==> src/rtl/mips_pkg.sv <==
// rtl/mips_pkg.sv - shared opcodes, ALU encodings, state encoding and control word for the multicycle controller
package mips_pkg;

  localparam logic [5:0] OP_RTYPE = 6'h00;
  localparam logic [5:0] OP_LW    = 6'h23;
  localparam logic [5:0] OP_SW    = 6'h2B;
  localparam logic [5:0] OP_BEQ   = 6'h04;
  localparam logic [5:0] OP_J     = 6'h02;
  localparam logic [5:0] OP_ADDI  = 6'h08;

  localparam logic [2:0] ALU_ADD   = 3'b000;
  localparam logic [2:0] ALU_FUNCT = 3'b001;
  localparam logic [2:0] ALU_SUB   = 3'b010;

  // FETCH is encoding 0 so the debug state output reads 0 while in reset
  typedef enum logic [3:0] {
    S_FETCH     = 4'd0,
    S_DECODE    = 4'd1,
    S_MEM_ADDR  = 4'd2,
    S_MEM_RD    = 4'd3,
    S_MEM_WB    = 4'd4,
    S_MEM_WR    = 4'd5,
    S_R_EXEC    = 4'd6,
    S_R_WB      = 4'd7,
    S_BRANCH    = 4'd8,
    S_JUMP      = 4'd9,
    S_ADDI_EXEC = 4'd10,
    S_ADDI_WB   = 4'd11
  } state_t;

  typedef struct packed {
    logic       pc_write;
    logic       pc_write_cond;
    logic       iord;
    logic       mem_read;
    logic       mem_write;
    logic       ir_write;
    logic       mem_to_reg;
    logic       reg_dst;
    logic       reg_write;
    logic       alu_src_a;
    logic [1:0] alu_src_b;
    logic [2:0] alu_op;
    logic [1:0] pc_source;
  } ctl_t;

  function automatic logic op_is_legal(input logic [5:0] op);
    return (op == OP_RTYPE) || (op == OP_LW) || (op == OP_SW) ||
           (op == OP_BEQ) || (op == OP_J) || (op == OP_ADDI);
  endfunction

endpackage

==> src/rtl/multicycle_uc_outdec.sv <==
// rtl/multicycle_uc_outdec.sv - Moore control-word decode from state, with mem_ready gating of the fetch strobes
module multicycle_uc_outdec
  import mips_pkg::*;
(
  input  state_t state,
  input  logic   mem_ready,
  output ctl_t   ctl
);

  // Every field defaults to 0; each state raises only its own controls
  always_comb begin
    ctl = '0;
    case (state)
      S_FETCH: begin
        ctl.mem_read  = 1'b1;
        ctl.alu_src_b = 2'b01;
        ctl.alu_op    = ALU_ADD;
        ctl.ir_write  = mem_ready;
        ctl.pc_write  = mem_ready;
      end
      S_DECODE: begin
        ctl.alu_src_b = 2'b11;
        ctl.alu_op    = ALU_ADD;
      end
      S_MEM_ADDR, S_ADDI_EXEC: begin
        ctl.alu_src_a = 1'b1;
        ctl.alu_src_b = 2'b10;
        ctl.alu_op    = ALU_ADD;
      end
      S_MEM_RD: begin
        ctl.mem_read = 1'b1;
        ctl.iord     = 1'b1;
      end
      S_MEM_WB: begin
        ctl.reg_write  = 1'b1;
        ctl.mem_to_reg = 1'b1;
      end
      S_MEM_WR: begin
        ctl.mem_write = 1'b1;
        ctl.iord      = 1'b1;
      end
      S_R_EXEC: begin
        ctl.alu_src_a = 1'b1;
        ctl.alu_src_b = 2'b00;
        ctl.alu_op    = ALU_FUNCT;
      end
      S_R_WB: begin
        ctl.reg_write = 1'b1;
        ctl.reg_dst   = 1'b1;
      end
      S_BRANCH: begin
        ctl.alu_src_a     = 1'b1;
        ctl.alu_src_b     = 2'b00;
        ctl.alu_op        = ALU_SUB;
        ctl.pc_write_cond = 1'b1;
        ctl.pc_source     = 2'b01;
      end
      S_JUMP: begin
        ctl.pc_write  = 1'b1;
        ctl.pc_source = 2'b10;
      end
      S_ADDI_WB: begin
        ctl.reg_write = 1'b1;
      end
      default: ctl = '0;
    endcase
  end

endmodule

==> src/rtl/multicycle_uc.sv <==
// rtl/multicycle_uc.sv - multicycle MIPS control unit; MULTICYCLE_UC_PERF_EN adds instruction/stall counters
module multicycle_uc
  import mips_pkg::*;
(
  input  logic        clk,
  input  logic        rst_n,
  input  logic [5:0]  Op,
  input  logic        Zero,
  input  logic        mem_ready,
  output logic        PCWrite,
  output logic        PCWriteCond,
  output logic        IorD,
  output logic        MemRead,
  output logic        MemWrite,
  output logic        IRWrite,
  output logic        MemtoReg,
  output logic        RegDst,
  output logic        RegWrite,
  output logic        ALUSrcA,
  output logic [1:0]  ALUSrcB,
  output logic [2:0]  ALUop,
  output logic [1:0]  PCSource,
  output logic        illegal_op,
`ifdef MULTICYCLE_UC_PERF_EN
  output logic [31:0] instr_count,
  output logic [31:0] stall_count,
`endif
  output logic [3:0]  state_o
);

  state_t state_q, state_d;
  ctl_t   ctl_raw;
  ctl_t   ctl;

  // Zero feeds the datapath PC-write qualifier only; the FSM never looks at it
  logic unused_zero;
  assign unused_zero = Zero;

  multicycle_uc_outdec u_outdec (
    .state     (state_q),
    .mem_ready (mem_ready),
    .ctl       (ctl_raw)
  );

  // Next-state: Op is only consulted in DECODE and MEM_ADDR
  always_comb begin
    state_d = state_q;
    case (state_q)
      S_FETCH:     if (mem_ready) state_d = S_DECODE;
      S_DECODE: begin
        case (Op)
          OP_RTYPE:     state_d = S_R_EXEC;
          OP_LW, OP_SW: state_d = S_MEM_ADDR;
          OP_BEQ:       state_d = S_BRANCH;
          OP_J:         state_d = S_JUMP;
          OP_ADDI:      state_d = S_ADDI_EXEC;
          default:      state_d = S_FETCH;
        endcase
      end
      S_MEM_ADDR:  state_d = (Op == OP_LW) ? S_MEM_RD : S_MEM_WR;
      S_MEM_RD:    if (mem_ready) state_d = S_MEM_WB;
      S_MEM_WB:    state_d = S_FETCH;
      S_MEM_WR:    if (mem_ready) state_d = S_FETCH;
      S_R_EXEC:    state_d = S_R_WB;
      S_R_WB:      state_d = S_FETCH;
      S_BRANCH:    state_d = S_FETCH;
      S_JUMP:      state_d = S_FETCH;
      S_ADDI_EXEC: state_d = S_ADDI_WB;
      S_ADDI_WB:   state_d = S_FETCH;
      default:     state_d = S_FETCH;
    endcase
  end

  // State register; reset drops straight to FETCH without waiting for a clock
  always_ff @(posedge clk or negedge rst_n) begin
    if (!rst_n) state_q <= S_FETCH;
    else        state_q <= state_d;
  end

  // FETCH decodes MemRead=1, so controls are forced low directly by rst_n
  assign ctl = rst_n ? ctl_raw : '0;

  assign PCWrite     = ctl.pc_write;
  assign PCWriteCond = ctl.pc_write_cond;
  assign IorD        = ctl.iord;
  assign MemRead     = ctl.mem_read;
  assign MemWrite    = ctl.mem_write;
  assign IRWrite     = ctl.ir_write;
  assign MemtoReg    = ctl.mem_to_reg;
  assign RegDst      = ctl.reg_dst;
  assign RegWrite    = ctl.reg_write;
  assign ALUSrcA     = ctl.alu_src_a;
  assign ALUSrcB     = ctl.alu_src_b;
  assign ALUop       = ctl.alu_op;
  assign PCSource    = ctl.pc_source;
  assign illegal_op  = rst_n && (state_q == S_DECODE) && !op_is_legal(Op);
  assign state_o     = state_q;

`ifdef MULTICYCLE_UC_PERF_EN
  logic [31:0] instr_count_q, instr_count_d;
  logic [31:0] stall_count_q, stall_count_d;

  // Count completed fetches and memory wait cycles; both wrap naturally
  always_comb begin
    instr_count_d = instr_count_q;
    stall_count_d = stall_count_q;
    if (state_q == S_FETCH && mem_ready)
      instr_count_d = instr_count_q + 32'd1;
    if ((ctl.mem_read || ctl.mem_write) && !mem_ready)
      stall_count_d = stall_count_q + 32'd1;
  end

  // Counter registers
  always_ff @(posedge clk or negedge rst_n) begin
    if (!rst_n) begin
      instr_count_q <= 32'd0;
      stall_count_q <= 32'd0;
    end else begin
      instr_count_q <= instr_count_d;
      stall_count_q <= stall_count_d;
    end
  end

  assign instr_count = instr_count_q;
  assign stall_count = stall_count_q;
`endif

endmodule

==> config.mk <==
export PLATFORM = sky130hd
export DESIGN_NAME = multicycle_uc
export DESIGN_NICKNAME = d
export VERILOG_FILES = /design/src/rtl/mips_pkg.sv /design/src/rtl/multicycle_uc_outdec.sv /design/src/rtl/multicycle_uc.sv
export SDC_FILE = /design/constraint.sdc
export NUM_CORES = 1
export LEC_CHECK = 0
export ABC_AREA = 0
export BUFFER_PORTS_ARGS = -buffer_cell sky130_fd_sc_hd__clkbuf_2
export CAP_MARGIN = 20
export CORE_MARGIN = 3
export CORE_UTILIZATION = 48
export CTS_CLUSTER_DIAMETER = 100
export DETAILED_ROUTE_END_ITERATION = 10
export GPL_TIMING_DRIVEN = 0
export PLACE_DENSITY = 0.83
export SLEW_MARGIN = 20
export SYNTH_ARGS = -nofsm -noshare
export SYNTH_HDL_FRONTEND = slang
export SYNTH_SLANG_ARGS = --single-unit
==> constraint.sdc <==
create_clock -name clk -period 2.35 [get_ports clk]
set_input_delay 0 -clock clk [delete_from_list [all_inputs] [get_ports clk]]
set_output_delay 0 -clock clk [all_outputs]
set_load 0.01 [all_outputs]
==> results.md, run 1 <==
Logic synthesis:
- In the post-synthesis netlist, the biggest area contributors are sky130_fd_sc_hd__dfrtp_1 15%, sky130_fd_sc_hd__nor2_1 7.5%, sky130_fd_sc_hd__nor3_1 5.4%.
- After synthesis, the mean cell area works out to between 7 and 8 um^2.
- The count of unique library cells instantiated by Yosys is between 40 and 50.
- The synthesized net count is between 90 and 100.
- The netlist area before placement is 653.1 um^2.
- The number of warning messages in the yosys log is 0.
- The share of Yosys cell area claimed by the top area cell type is between 10% and 20%.
- The register area share after synthesis is about 15%.
- The async set or reset register ratio after synthesis is between 90% and 100%.
- Among all flip-flop cells after synthesis, the most frequent one is sky130_fd_sc_hd__dfrtp_1.
- The commonest cells after synthesis are 13 x sky130_fd_sc_hd__nor2_1, 7 x sky130_fd_sc_hd__nor3_1, 5 x sky130_fd_sc_hd__a21oi_1.
- The number of enable flip-flop cells after synthesis is 0.
- Synthesis produced 88 cells.
- sky130_fd_sc_hd__dfrtp_1 takes more of the synthesized area than any other cell.
- The most common cell in the synthesized netlist is sky130_fd_sc_hd__nor2_1.
- The synthesis-stage register bit count is 4.

STA:
- For the final database, setup skew stands at roughly 0.0011 ns.
- The total negative setup slack is 0 ns.
- The count of endpoints failing hold in the final timing report was 0.
- Based on the critical path, the design can be clocked at up to 604.2 MHz.
- The final setup violation count is 0.
- The period utilization is between 70% and 80%.
- Setup repair after global routing left no endpoint under its margin.
- The number of pins with negative max-slew slack in the final report is 0.
- Subtracting the final worst setup slack from the clock period gives between 1.5 and 2 ns.

Route:
- The total wire length is around 1.7 mm.
- The count of nets left with antenna violations once routing finished came out at 0.
- The detailed-route wire length on metal 1 is ~770 um.
- The DRC violation total after the first TritonRoute iteration is 12.
- After detailed routing, the average wire length per cell comes to ~13 um.
- Detailed routing placed a total of 802 um of wire on met2.
- For this run, the detailed router's first-pass iteration total came to 4.
- After detailed routing, the number of vias per cell comes to between 5 and 6.
- The routed design uses between 150 and 200 um of met3 wire.
- The routed layout has 755 vias.
- The final routed DRC violation total is 0.
- The top routing layer in use is met4.

Global routing:
- Entering global routing, the biggest net connects 12 pins.
- The total overflow left after global routing is 0.
- The number of global-route vias before repair is roughly 640.
- The initial antenna violation count is 0.
- Global routing used 20.79% of the available tracks across all layers.
- The first global-routing pass estimated between 2 and 3 mm of wire.

Layout:
- The number of nets in the layout is 131.
- The register with the most flip-flops in the layout has 4 of them.
- The growth of design area from synthesis to finish is 28.35%.
- The share of post-route cells with drive strength above 1 is 38.66%.
- After routing the design area is about 840 um^2.
- The post-route non-filler standard cell count is about 130.
- The number of antenna cells inserted is 0.

Run:
- Across the run, the number of max-cap violations was 0.

Floorplanning:
- The floorplan step defined a die boundary enclosing 1839 um^2.
- The die boundary height is about 43 um.
- From left edge to right edge, the die measures between 40 and 50 um.
- 32 I/O pins were placed.
- The total area inside the core boundary comes to approximately 1200 um^2.
- The number of rows in the core area is 12.
- The effective utilization at floorplan is a little under three fifths.

Clock network:
- The clock slew seen by the registers of the worst setup and hold paths is around 0.04 ns.
- TritonCTS built the clock tree.
- The post-CTS setup buffer count is 0.
- The number of hold buffers added after CTS is 1.
- The post-CTS resize count is 0.
- Clock latency on the worst-skew pair, taken at its later pin, is 0.23 ns.
- The clock passes through at most 2 buffers.
- The total number of H-tree levels is 1.
- The number of clock sinks is 4.
- The CTS root buffer is sky130_fd_sc_hd__clkbuf_4.
- The number of clock buffers added by TritonCTS is 3.

Placed design:
- Including well taps, the total number of placed cells is roughly 130.
- The port buffer count is 27.
- Once detailed placement completed, the half-perimeter wirelength came to ~1.4 mm.
- The global placement routability congestion is 0.8292.
- After detailed placement, the total cell area comes to ~810 um^2.

Setup path:
- The setup path with the least slack is of type flop to output port.
- Of all nets on the critical path, the largest fanout is 9.
- For the worst setup path, the data required time is between 2 and 2.5 ns.
- The type of destination of the critical path is an output port.
- The data arrival time at the worst-slack endpoint is 1.65 ns.
- The critical path launch point type is a flop.

Power:
- The static power due to leakage is between 0.3 and 0.4 nW.
- The power density over cell area is ~370 nW/um^2.
- The worst vdd rail ir drop is around 0.0002 V.
- Power comes to slightly above 0.0003 W.

Hold path:
- The path class of the tightest hold or removal check is input pin to flop.

Outcome:
- The flow ran to the end, and the final reports show no timing, DRC or antenna violations.
[power breakdown]
group          switching (W)  internal (W)
sequential         0.0000108     0.0000738
combinational      0.0000789     0.0000629
clock              0.0000249     0.0000569
total               0.000115      0.000194
[final cells by class]
cell class	instances	area, um^2
buffer	10	67.56
sequential	4	100.1
multi-input combinational	72	478.0
fill	109	347.8
clock buffer	3	22.52
tap	14	17.52
timing repair buffer	28	145.1
inverter	2	7.507
[metal layers]
| metal | vias up | GRT usage (%) |
|---|---|---|
| li1 | 383 | - |
| met1 | 334 | 29.65 |
| met2 | 36 | 30.54 |
| met3 | 2 | 4.237 |
| met4 | 0 | 6.832 |
| met5 | - | 0 |
[cells by family after synthesis]
| group | Yosys count | synth area share, % |
|---|---|---|
| other | 1 | 0.5742 |
| XOR/XNOR | 2 | 2.682 |
| buffers and inverters | 12 | 11.49 |
| adder cells (fa/ha/maj) | 1 | 1.533 |
| AO/OA/AOI/OAI | 17 | 18.01 |
| AND/OR/NAND/NOR | 50 | 48.85 |
| flip-flops | 4 | 15.33 |
| multiplexers | 1 | 1.533 |
[path summary, 6_finish.rpt]
kind                                           to  cells after the start              startpoint  slack (ns)
max in group asynchronous  state_o[0]$_DFFE_PN0P_                      2                   rst_n        2.03
min in group asynchronous  state_o[3]$_DFFE_PN0P_                      2                   rst_n        0.15
setup / recovery                       illegal_op                      5  state_o[2]$_DFFE_PN0P_        0.70
setup reg to reg           state_o[0]$_DFFE_PN0P_                      4  state_o[0]$_DFFE_PN0P_        0.91
hold reg to reg            state_o[3]$_DFFE_PN0P_                      2  state_o[3]$_DFFE_PN0P_        0.70
hold / removal             state_o[3]$_DFFE_PN0P_                      4                   Op[2]        0.14
[placed cells by master (no fill, tap or decap), types with 4 or more instances in the layout]
| cell type | synthesis | layout |
|---|---|---|
| sky130_fd_sc_hd__nor3_1 | 7 | 7 |
| sky130_fd_sc_hd__dfrtp_1 | 4 | 4 |
| sky130_fd_sc_hd__nor2b_1 | 4 | 4 |
| sky130_fd_sc_hd__o21ai_0 | 4 | 4 |
| sky130_fd_sc_hd__clkbuf_2 | 0 | 27 |
| sky130_fd_sc_hd__nor2_1 | 13 | 13 |
| sky130_fd_sc_hd__a21oi_1 | 5 | 5 |
| sky130_fd_sc_hd__nand2b_1 | 4 | 4 |
[through the flow]
stage,util (%),hold slack [ns],setup slack [ns]
after floorplan,-,-0.2956,1.015
after detailed placement,67.93,-0.1466,0.9391
after CTS,70.68,0.1348,0.6871
final,70.68,0.1423,0.6950
after global placement,67.93,-0.1499,0.9796
after global routing,70.68,0.1503,0.5808
[worst max-delay path: stages, from the launching register on]
cell	delay (ns)
sky130_fd_sc_hd__dfrtp_1	0.39
sky130_fd_sc_hd__buf_6	0.15
sky130_fd_sc_hd__nand2b_4	0.15
sky130_fd_sc_hd__or3_1	0.37
sky130_fd_sc_hd__nor3_1	0.21
sky130_fd_sc_hd__clkbuf_2	0.16
Note: power is estimated with default switching activity, not from simulation.
==> inputs of run 2 (changes only) <==
- CORE_UTILIZATION: 48 -> 45
- PLACE_DENSITY: 0.83 -> 0.79
- clock period: 2.35 -> 1.7 ns (I/O delays scaled with it)
==> run 2 against run 1 <==
Design area increased by 0.75%; wire length is essentially flat; power rose by 40%; cell count rose by 0.75%; clock skew grew 0.00068 ns; sequential share of layout area down 0.088 points; global-route usage down 1.7 points; clock power up 45%; via count rose by 1.3%; sequential power increased by 35%; non-clock buffer count unchanged; sequential cell count did not move; largest cell class unchanged; largest power group unchanged.
==> results.md, run 2 (synthesized netlist as in run 1, its figures left out) <==
Layout:
- The commonest non-fill, non-tap cell in the layout is sky130_fd_sc_hd__clkbuf_2 (unchanged).
- The share of post-route cells with drive strength above 1 is 39.50% (was 38.66%).
- The number of nets in the layout is 131 (unchanged).
- The share of the core filled with cells in the final layout is 63.32% (was 70.68%).
- The growth of design area from synthesis to finish is 29.31% (was 28.35%).
- The number of flip-flops in the largest register was 4 (unchanged).
- Highest-count cells in the layout ignoring fill and taps: 27 x sky130_fd_sc_hd__clkbuf_2, 13 x sky130_fd_sc_hd__nor2_1, 6 x sky130_fd_sc_hd__nor3_1 (was 27 x sky130_fd_sc_hd__clkbuf_2, 13 x sky130_fd_sc_hd__nor2_1, 7 x sky130_fd_sc_hd__nor3_1).
- The number of fillers in the final layout was 138 (was 109).
- The number of antenna cells inserted is 0 (unchanged).

Power:
- The internal power is 0.0002680 W (was 0.0001936 W).
- The switching power total was 0.0001631 W (was 0.0001146 W).
- The power density over cell area came to 510.4 nW/um^2 (was 367.7 nW/um^2).
- The worst vdd rail ir drop is 0.0002895 V (was 0.0002015 V).
- The register share of total power is 26.5% (was 27.5%).
- The part of the power in combinational logic is 45.9% (was 46.0%).
- The relative contribution of the clock network to total power is 27.6% (was 26.5%).
- The net switching share of the total power is 37.82% (was 37.19%).
- The static power due to leakage is 0.3831 nW (was 0.3783 nW).
- The total power draw is 0.0004311 W (was 0.0003082 W).

Clock network:
- The number of clock sinks is 4 (unchanged).
- The CTS root buffer is sky130_fd_sc_hd__clkbuf_4 (unchanged).
- The post-CTS setup buffer count came to 0 (unchanged).
- The buffer levels on the longest clock path was 2 (unchanged).
- The number of clock buffers inserted by TritonCTS is 3 (unchanged).
- The source-to-sink clock delay at the later pin of the worst-skew pair is 0.23 ns (about the same).
- The total number of H-tree levels is 1 (unchanged).
- The clock slew seen by the registers of the worst setup and hold paths was 0.04 ns (about the same).
- The TritonCTS clock tree is built (unchanged).

STA:
- The final worst slack is 0.1132 ns (was 0.6950 ns).
- RSZ-0062 raised after global routing: no (unchanged).
- The number of pins with negative max-slew slack in the final report is 0 (unchanged).
- The period utilization is 93.34%.
- The clock period could shrink to 1.587 ns.
- The count of endpoints failing hold in the final timing report came to 0 (unchanged).
- The maximum clock skew at final layout is 0.001806 ns (was 0.001126 ns).
- The total negative setup slack came to 0 ns (unchanged).
- The worst hold slack is 0.1347 ns (was 0.1423 ns).
- Static timing analysis puts the maximum clock frequency at roughly 630 MHz.
- The final setup violation count was 0 (unchanged).

Route:
- The total wire length came to 1.738 mm (was 1.739 mm).
- The mean number of vias per cell was 5.709 (was 5.677).
- The number of optimization iterations in the first detailed-route pass is 4 (unchanged).
- The post-detailed-route wirelength per cell came to 12.97 um (was 13.08 um).
- The DRC violation total after the first TritonRoute iteration is 14 (was 12).
- The post-route antenna net violation count is 0 (unchanged).
- The via total after detailed routing came to 765 (was 755).
- The final routed DRC violation total was 0 (unchanged).

Floorplanning:
- The area of the core is 1334 um^2 (was 1186 um^2).
- The count of boundary I/O pins is 32 (unchanged).
- The effective utilization at floorplan came to 48.97% (was 55.06%).
- The number of rows in the core area is 13 (was 12).
- The die boundary height is 44.10 um (was 42.89 um).
- The overall die width came to 44.10 um (was 42.89 um).
- The die area is 1944 um^2 (was 1839 um^2).

Setup path:
- The slowest cell on the critical path was sky130_fd_sc_hd__or3_1 (was sky130_fd_sc_hd__dfrtp_1).
- The required time at the worst-slack endpoint was 1.70 ns (was 2.35 ns).
- Cells traversed along the worst timing path: buf_6, nand2b_4, or3_1, nor3_2, clkbuf_2 (was buf_6, nand2b_4, or3_1, nor3_1, clkbuf_2).
- The type of destination of the critical path is an output port (unchanged).
- The cell depth of the worst flop-to-flop path was 4 (unchanged).
- The critical path class is flop to output port (unchanged).
- The family of cells with the greatest summed delay on the critical path was simple AND/OR/NAND/NOR gates (unchanged).
- The data arrival time at the worst-slack endpoint came to 1.59 ns (was 1.65 ns).
- The delay of the slowest cell on the worst path is 0.39 ns (about the same).
- The critical path launch point type is a flop (unchanged).
- The highest fanout seen on the critical path was 9 (unchanged).
- The path length in cells of the critical path is 5 (unchanged).
- The combined buffer and inverter count along the critical path came to 2 (unchanged).

Placed design:
- The global placement routability congestion was 0.8185 (was 0.8292).
- The port buffer count is 27 (unchanged).
- The final HPWL from detailed placement came to 1.293 mm (was 1.357 mm).
- The worst setup timing slack at the placement stage came to 0.2974 ns (was 0.9391 ns).

Global routing:
- The remaining global-route overflow was 0 (unchanged).
- The initial antenna violation count is 0 (unchanged).
- The largest net degree at the start of global routing is 12 (unchanged).
- The global-route wire length before repair is 2.849 mm (was 2.960 mm).
- The number of global-route vias before repair was 669 (was 644).
- The global-route usage over all layers is 19.09% (was 20.79%).

Run:
- The number of maximum-capacitance violations came to 0 (unchanged).

Outcome:
- Run status: complete, no violations (unchanged).

Hold path:
- The instance count along the most critical hold path was 4 (unchanged).
- The type of the most critical hold path is input pin to flop (unchanged).
run 2: power by group through the flow:
stage | Clock [W] | Sequential, W | Combinational, W
after floorplan | 0 | 0.000115 | 0.000129
after global routing | 0.000126 | 0.000116 | 0.000218
after detailed placement | 0 | 0.000115 | 0.000193
after global placement | 0 | 0.000115 | 0.000189
after CTS | 0.000117 | 0.000114 | 0.000197
final | 0.000119 | 0.000114 | 0.000198
run 2: cell type report:
type,instances,area (um^2),area share (%)
tap,15,18.77,2.222
sequential,4,100.1,11.85
inverter,2,7.507,0.8889
multi-input combinational,72,483.0,57.19
clock buffer,3,22.52,2.667
buffer,10,67.56,8.000
timing repair buffer,28,145.1,17.19
run 2: layer usage:
layer  vias up  global-route usage [%]  share of wire (%)  routed length, um
met5         -                       0                  0                  0
met4         0                   7.831               0.63                 11
met3         2                   1.626                7.9                137
met2        37                   34.88                 51                878
met1       346                   22.61                 41                711
li1        380                       -                  -                  -
run 2: timing repair:
action                     4_1_cts  5_1_grt
resized for setup                0        1
hold endpoints to repair         4        0
hold buffers                     1        0
setup endpoints to repair        0        1
run 2: worst reg2reg max path, cell delays in order (launching register included):
cell and delay, ns:
sky130_fd_sc_hd__dfrtp_1 0.48, sky130_fd_sc_hd__buf_2 0.26, sky130_fd_sc_hd__nor2_1 0.07, sky130_fd_sc_hd__a221oi_1 0.26
sky130_fd_sc_hd__o221ai_1 0.16
run 2: per-stage QoR:
| step | cell area (um^2) | std cells |
|---|---|---|
| 6_report | 844.6 | 134 |
| 5_1_grt | 844.6 | 134 |
| 2_1_floorplan | 653.1 | 88 |
| 4_1_cts | 839.6 | 134 |
| 3_3_place_gp | 807.0 | 130 |
| 3_5_place_dp | 807.0 | 130 |
run 2: path summary, 6_finish.rpt:
check / endpoint / slack (ns) / start
hold / removal: state_o[3]$_DFFE_PN0P_ / 0.13 / Op[2]
max in group asynchronous: state_o[0]$_DFFE_PN0P_ / 1.36 / rst_n
setup reg to reg: state_o[0]$_DFFE_PN0P_ / 0.33 / state_o[0]$_DFFE_PN0P_
setup / recovery: illegal_op / 0.11 / state_o[2]$_DFFE_PN0P_
hold reg to reg: state_o[3]$_DFFE_PN0P_ / 0.70 / state_o[3]$_DFFE_PN0P_
min in group asynchronous: state_o[2]$_DFFE_PN0P_ / 0.15 / rst_n
